==> config.mk <==
export PLATFORM = sky130hd
export DESIGN_NAME = mdu_hilo
export DESIGN_NICKNAME = d
export VERILOG_FILES = /design/src/rtl/mdu_hilo.sv
export SDC_FILE = /design/constraint.sdc
export NUM_CORES = 2
export LEC_CHECK = 0
export ABC_CLOCK_PERIOD_IN_PS = 27200
export CORE_ASPECT_RATIO = 1.4
export CORE_MARGIN = 2
export CORE_UTILIZATION = 33
export CTS_CLUSTER_SIZE = 14
export DETAILED_ROUTE_END_ITERATION = 10
export PLACE_DENSITY = 0.6
export SYNTH_ARGS = -nofsm -noshare
export SYNTH_HDL_FRONTEND = slang
export SYNTH_SLANG_ARGS = --single-unit
==> constraint.sdc <==
create_clock -name clk -period 27.2 [get_ports clk]
set_clock_uncertainty 0.05 [all_clocks]
set_input_delay 5.44 -clock clk [delete_from_list [all_inputs] [get_ports clk]]
set_output_delay 5.44 -clock clk [all_outputs]
set_load 0.01 [all_outputs]
==> src/rtl/mdu_hilo.sv <==
// MIPS multiply/divide unit holding the architectural HI/LO registers.
// Multiplies complete after a fixed latency; divides use a radix-2 restoring loop.
module mdu_hilo #(
  parameter int MULT_LAT = 5,
  parameter int WIDTH    = 32
) (
  input  logic             clk,
  input  logic             reset,
  input  logic             start,
  input  logic [2:0]       op,
  input  logic [WIDTH-1:0] a,
  input  logic [WIDTH-1:0] b,
  output logic             busy,
  output logic             done,
  output logic [WIDTH-1:0] hi,
  output logic [WIDTH-1:0] lo
);

  localparam logic [2:0] OP_MULT  = 3'd1;
  localparam logic [2:0] OP_MULTU = 3'd2;
  localparam logic [2:0] OP_DIV   = 3'd3;
  localparam logic [2:0] OP_DIVU  = 3'd4;
  localparam logic [2:0] OP_MTHI  = 3'd5;
  localparam logic [2:0] OP_MTLO  = 3'd6;

  localparam int CNT_MAX = (WIDTH > MULT_LAT) ? WIDTH : MULT_LAT;
  localparam int CNT_W   = $clog2(CNT_MAX);
  localparam logic [CNT_W-1:0] MUL_CNT_INIT = CNT_W'(MULT_LAT - 1);
  localparam logic [CNT_W-1:0] DIV_CNT_INIT = CNT_W'(WIDTH - 1);

  typedef enum logic [1:0] {
    IDLE,
    MUL,
    DIV,
    FIX
  } state_e;

  state_e             state_q, state_d;
  logic [CNT_W-1:0]   cnt_q, cnt_d;
  logic [2*WIDTH-1:0] product_q, product_d;
  logic [WIDTH-1:0]   divisor_q, divisor_d;
  logic [WIDTH-1:0]   quot_q, quot_d;
  logic [WIDTH:0]     rem_q, rem_d;
  logic               setup_q, setup_d;
  logic               quotNeg_q, quotNeg_d;
  logic               remNeg_q, remNeg_d;
  logic               divZero_q, divZero_d;
  logic [WIDTH-1:0]   hi_q, hi_d;
  logic [WIDTH-1:0]   lo_q, lo_d;
  logic               done_q, done_d;
  logic               busy_q, busy_d;

  logic               mulSigned;
  logic               divSigned;
  logic [2*WIDTH-1:0] mulA;
  logic [2*WIDTH-1:0] mulB;
  logic [2*WIDTH-1:0] mulProd;
  logic [WIDTH+1:0]   remShift;
  logic [WIDTH+1:0]   trial;

  // Sign-extending to the full product width makes the truncated product
  // the correct two's-complement result for MULT as well as MULTU.
  always_comb begin
    mulSigned = (op == OP_MULT);
    divSigned = (op == OP_DIV);
    mulA      = mulSigned ? {{WIDTH{a[WIDTH-1]}}, a} : {{WIDTH{1'b0}}, a};
    mulB      = mulSigned ? {{WIDTH{b[WIDTH-1]}}, b} : {{WIDTH{1'b0}}, b};
    mulProd   = mulA * mulB;
    remShift  = {rem_q, quot_q[WIDTH-1]};
    trial     = remShift - {2'b00, divisor_q};
  end

  always_comb begin
    state_d   = state_q;
    cnt_d     = cnt_q;
    product_d = product_q;
    divisor_d = divisor_q;
    quot_d    = quot_q;
    rem_d     = rem_q;
    setup_d   = setup_q;
    quotNeg_d = quotNeg_q;
    remNeg_d  = remNeg_q;
    divZero_d = divZero_q;
    hi_d      = hi_q;
    lo_d      = lo_q;
    done_d    = 1'b0;

    case (state_q)
      IDLE: begin
        if (start) begin
          case (op)
            OP_MULT, OP_MULTU: begin
              product_d = mulProd;
              cnt_d     = MUL_CNT_INIT;
              state_d   = MUL;
            end
            OP_DIV, OP_DIVU: begin
              quot_d    = a;
              divisor_d = b;
              rem_d     = '0;
              divZero_d = (b == '0);
              quotNeg_d = divSigned & (a[WIDTH-1] ^ b[WIDTH-1]);
              remNeg_d  = divSigned & a[WIDTH-1];
              setup_d   = 1'b1;
              state_d   = DIV;
            end
            OP_MTHI: hi_d = a;
            OP_MTLO: lo_d = a;
            default: ;
          endcase
        end
      end

      MUL: begin
        if (cnt_q == '0) begin
          hi_d    = product_q[2*WIDTH-1:WIDTH];
          lo_d    = product_q[WIDTH-1:0];
          done_d  = 1'b1;
          state_d = IDLE;
        end else begin
          cnt_d = cnt_q - 1'b1;
        end
      end

      // First DIV edge turns the raw operands into magnitudes; the sign of b
      // is recovered as quotNeg ^ remNeg, so no extra flag is kept.
      DIV: begin
        if (setup_q) begin
          quot_d    = remNeg_q ? -quot_q : quot_q;
          divisor_d = (quotNeg_q ^ remNeg_q) ? -divisor_q : divisor_q;
          cnt_d     = DIV_CNT_INIT;
          setup_d   = 1'b0;
        end else begin
          if (!trial[WIDTH+1]) begin
            rem_d  = trial[WIDTH:0];
            quot_d = {quot_q[WIDTH-2:0], 1'b1};
          end else begin
            rem_d  = remShift[WIDTH:0];
            quot_d = {quot_q[WIDTH-2:0], 1'b0};
          end
          if (cnt_q == '0) begin
            state_d = FIX;
          end else begin
            cnt_d = cnt_q - 1'b1;
          end
        end
      end

      FIX: begin
        if (!divZero_q) begin
          lo_d = quotNeg_q ? -quot_q : quot_q;
          hi_d = remNeg_q ? -rem_q[WIDTH-1:0] : rem_q[WIDTH-1:0];
        end
        done_d  = 1'b1;
        state_d = IDLE;
      end

      default: state_d = IDLE;
    endcase

    busy_d = (state_d != IDLE);
  end

  always_ff @(posedge clk) begin
    if (reset) begin
      state_q   <= IDLE;
      cnt_q     <= '0;
      product_q <= '0;
      divisor_q <= '0;
      quot_q    <= '0;
      rem_q     <= '0;
      setup_q   <= 1'b0;
      quotNeg_q <= 1'b0;
      remNeg_q  <= 1'b0;
      divZero_q <= 1'b0;
      hi_q      <= '0;
      lo_q      <= '0;
      done_q    <= 1'b0;
      busy_q    <= 1'b0;
    end else begin
      state_q   <= state_d;
      cnt_q     <= cnt_d;
      product_q <= product_d;
      divisor_q <= divisor_d;
      quot_q    <= quot_d;
      rem_q     <= rem_d;
      setup_q   <= setup_d;
      quotNeg_q <= quotNeg_d;
      remNeg_q  <= remNeg_d;
      divZero_q <= divZero_d;
      hi_q      <= hi_d;
      lo_q      <= lo_d;
      done_q    <= done_d;
      busy_q    <= busy_d;
    end
  end

  assign busy = busy_q;
  assign done = done_q;
  assign hi   = hi_q;
  assign lo   = lo_q;

endmodule

==> key figures <==
Setup path
  • Kind of critical path: input port to flop
  • Crit path required time: 27.59 ns
  • Crit path top cell by count: fa_1
  • Startpoint of the worst register-to-register path: quot_q[31]
  • Maximum single-stage delay on the critical path: 0.96 ns
  • CP endpoint kind: flop
  • Flop-to-flop setup slack: 22.82 ns
  • Worst R2R End: rem_q[32]
  • Max FO, Critical Path: 25
  • Slowest cell on the critical path: fa_1
  • Signal arrival time at the worst endpoint: 16.37 ns
  • Number of cell instances on the worst register-to-register path: 14
  • Launching element type of the critical path: input port

Hold path
  • Path type of the worst min-delay path: flop to flop
  • Hold path cells: 2
  • Endpoint, Worst Hold: product_q[28]
  • Worst Hold Launch: product_q[28]

Timing
  • Peak Freq: 0.0626 GHz
  • Total negative slack for setup checks: 0 ns
  • Endpoints failing setup: 0
  • Worst-case headroom to the max-slew limit: -4.67%
  • Fin. Hold Viols: 0
  • Slew Viols, Final: 9
  • Period utilisation layout: 58.8%
  • Crit path time final: 15.98 ns
  • Transition time at the pin with the least slew margin: 1.55 ns
  • Unrepaired setup endpoints after global routing: no

Synth
  • Proportion of synthesized flip-flops having asynchronous set or reset: 0%
  • Average footprint of a synthesized cell: 8.80 um2
  • Cell type contributing the most total cell area after synthesis: fa_1
  • Synthesized Nets: 8883
  • Share of synthesized cell area in and, or, nand and nor gates: 14.7%
  • Count of flip-flops with a built-in enable after synthesis: 0
  • Yosys warning count: 0
  • Area share of xor/xnor cells in the synthesized design: 2.83%
  • Yosys top cell area share: 45.9%
  • Top post-synthesis cells by area: fa_1 (46%), inv_1 (9.5%), dfxtp_1 (7.7%)
  • Combinational family with the most area after synthesis: adder cells
  • Top flip-flop cell by instance count after synthesis: dfxtp_1
  • Number of register bits inferred by synthesis: 238
  • Fraction of the mapped netlist area in compound gates: 9.39%
  • Synthesized cell area: 62000 um2
  • Share of synthesized area occupied by flip-flops and latches: 7.69%
  • Multiplexer fraction of the synthesized cell area: 0.313%
  • Cell count after synthesis: 7044
  • Adder-cell share of the synthesized area: 53.0%
  • Netlist cell types: 81

Final layout
  • Most common cell after layout, fill and taps aside: inv_1
  • Layout net count: 8716
  • Number of fillers in the final layout: 19300
  • Top library cells by usage in the layout, fill and taps aside: inv_1 (1574), fa_1 (1421), nand2_1 (969)
  • Area growth syn-to-layout: 6.88%
  • Share of layout cells above drive strength 1: 3.21%

CTS
  • Inserted Clock Buffers: 24
  • Number of resized instances in the post-cts repair step: 0
  • Post-CTS Setup Repair Bufs: 0
  • Max Buffers Root-to-Sink: 3
  • Clock tree from TritonCTS: yes
  • Clock Pin Slew Worst Setup and Hold Paths: 0.06 ns
  • Clock root buffer: clkbuf_16
  • H-tree depth: 1
  • Count of hold-fix buffers inserted at cts: 0
  • Clk sinks: 238
  • Latest clock arrival within the worst-skew pair: 0.56 ns

Route
  • Mean number of vias per cell: 5.23
  • Count of antenna-violating nets left after detailed routing: 0
  • Detail-routed net length per standard cell: 23.4 um
  • Remaining DRCs: 0
  • Initial DRC count: 3564
  • Detailed Route WL: 219000 um
  • Number of detailed-route iterations in the first pass: 5
  • Overall via count from detail_route: 49000

Run
  • Max-cap viol count: 2

Global routing
  • Total GRT Usage: 23.1%
  • Leftover overflow at the end of global routing: 0
  • Via count of the first global-routing pass: 53500
  • Wire length of the first global-routing pass: 331000 um
  • Antenna violations before repair: 10
  • Pin count of the biggest net entering global routing: 80

Die
  • Width of the die: 370 um
  • Top-Level Pins: 136
  • Effective utilization at floorplan: 33.1%
  • Num rows: 188
  • Core area: 187000 um2
  • Overall die height: 517 um
  • Total die area: 191000 um2

Placed design
  • Detailed placement HPWL: 171000 um
  • Routability congestion estimate from global placement: 0.941
  • Count of buffers from port buffering: 135

Outcome
  • Status: finished, violations left
  • Violated checks: max-capacitance violations, max-slew violations
## state kept, by name, indices dropped and copies added (netlist names), 2 cells and up
name and cells:
product_q 64, hi 32, quot_q 32, divisor_q 32, rem_q 33, state_q 2, lo 32, cnt_q 5
## logic make-up (layout without fill, tap and decap cells)
kind of cell | after synthesis | after routing
multiplexers | 19 | 19
XOR/XNOR | 200 | 200
adder cells (fa/ha/maj) | 1773 | 1773
flip-flops | 238 | 238
other | 0 | 4
AO/OA/AOI/OAI | 889 | 889
AND/OR/NAND/NOR | 1926 | 1926
buffers and inverters | 1999 | 1848
## how the worst max path moves through the flow
stage / to / start / depth (start not counted) / slack (ns)
after floorplan: product_q[59] / op[2] / 34 / 12.79
after global placement: product_q[63] / op[0] / 30 / 10.89
after detailed placement: product_q[56] / op[0] / 32 / 10.74
after CTS: product_q[56] / op[0] / 32 / 11.28
after global routing: product_q[60] / op[0] / 32 / 10.61
final: product_q[59] / op[0] / 31 / 11.22
## layer usage
metal	wire, um	global-route usage (%)
met1	75900	25.0
met2	111000	41.7
met3	13500	3.02
met4	18700	16.2
met5	23	0
## critical path: cells and delay by family
kind | cells | cell delay (ns)
AND/OR/NAND/NOR | 6 | 1.66
AO/OA/AOI/OAI | 7 | 1.64
adder cells (fa/ha/maj) | 11 | 6.05
buffers and inverters | 7 | 1.52
## stage by stage
stage | hold slack, ns | utilization (%) | worst slack (ns) | instances | instance area, um2
3_5_place_dp | 0.398 | 35.0 | 10.74 | 9321 | 65400
4_1_cts | 0.406 | 35.4 | 11.28 | 9363 | 66200
3_3_place_gp | 0.392 | 35.0 | 10.89 | 9321 | 65400
6_report | 0.407 | 35.4 | 11.22 | 9367 | 66200
2_1_floorplan | 0.375 | - | 12.79 | 7044 | 62000
5_1_grt | 0.425 | 35.4 | 10.61 | 9363 | 66200
## synth_stat cells, drive strengths merged, types with 23 or more instances
master / n
or3: 27
nand2: 970
a221oi: 30
nor2: 215
o211ai: 37
a22oi: 49
a311oi: 23
buf: 36
a31oi: 44
o21a: 27
inv: 1575
a211oi: 60
dfxtp: 238
fa: 1421
o21ai: 175
nor3: 48
nand3: 50
a21oi: 229
xor2: 42
ha: 348
xnor2: 158
and3: 43
and2: 457
a21o: 58
clkbuf: 388
o31ai: 40
## area by class of cell
type | count | area, um2 | area share (%)
clock inverter | 10 | 114 | 0.172
tap | 2470 | 3090 | 4.67
timing repair buffer | 231 | 1910 | 2.88
multi-input combinational | 4807 | 49700 | 75.1
sequential | 238 | 4760 | 7.19
inverter | 1575 | 5910 | 8.92
clock buffer | 32 | 702 | 1.06
antenna | 4 | 10.0 | 0.0151
Power is not shown: default switching activity piles up to over one toggle a cycle in this logic, so the estimate is an artifact.
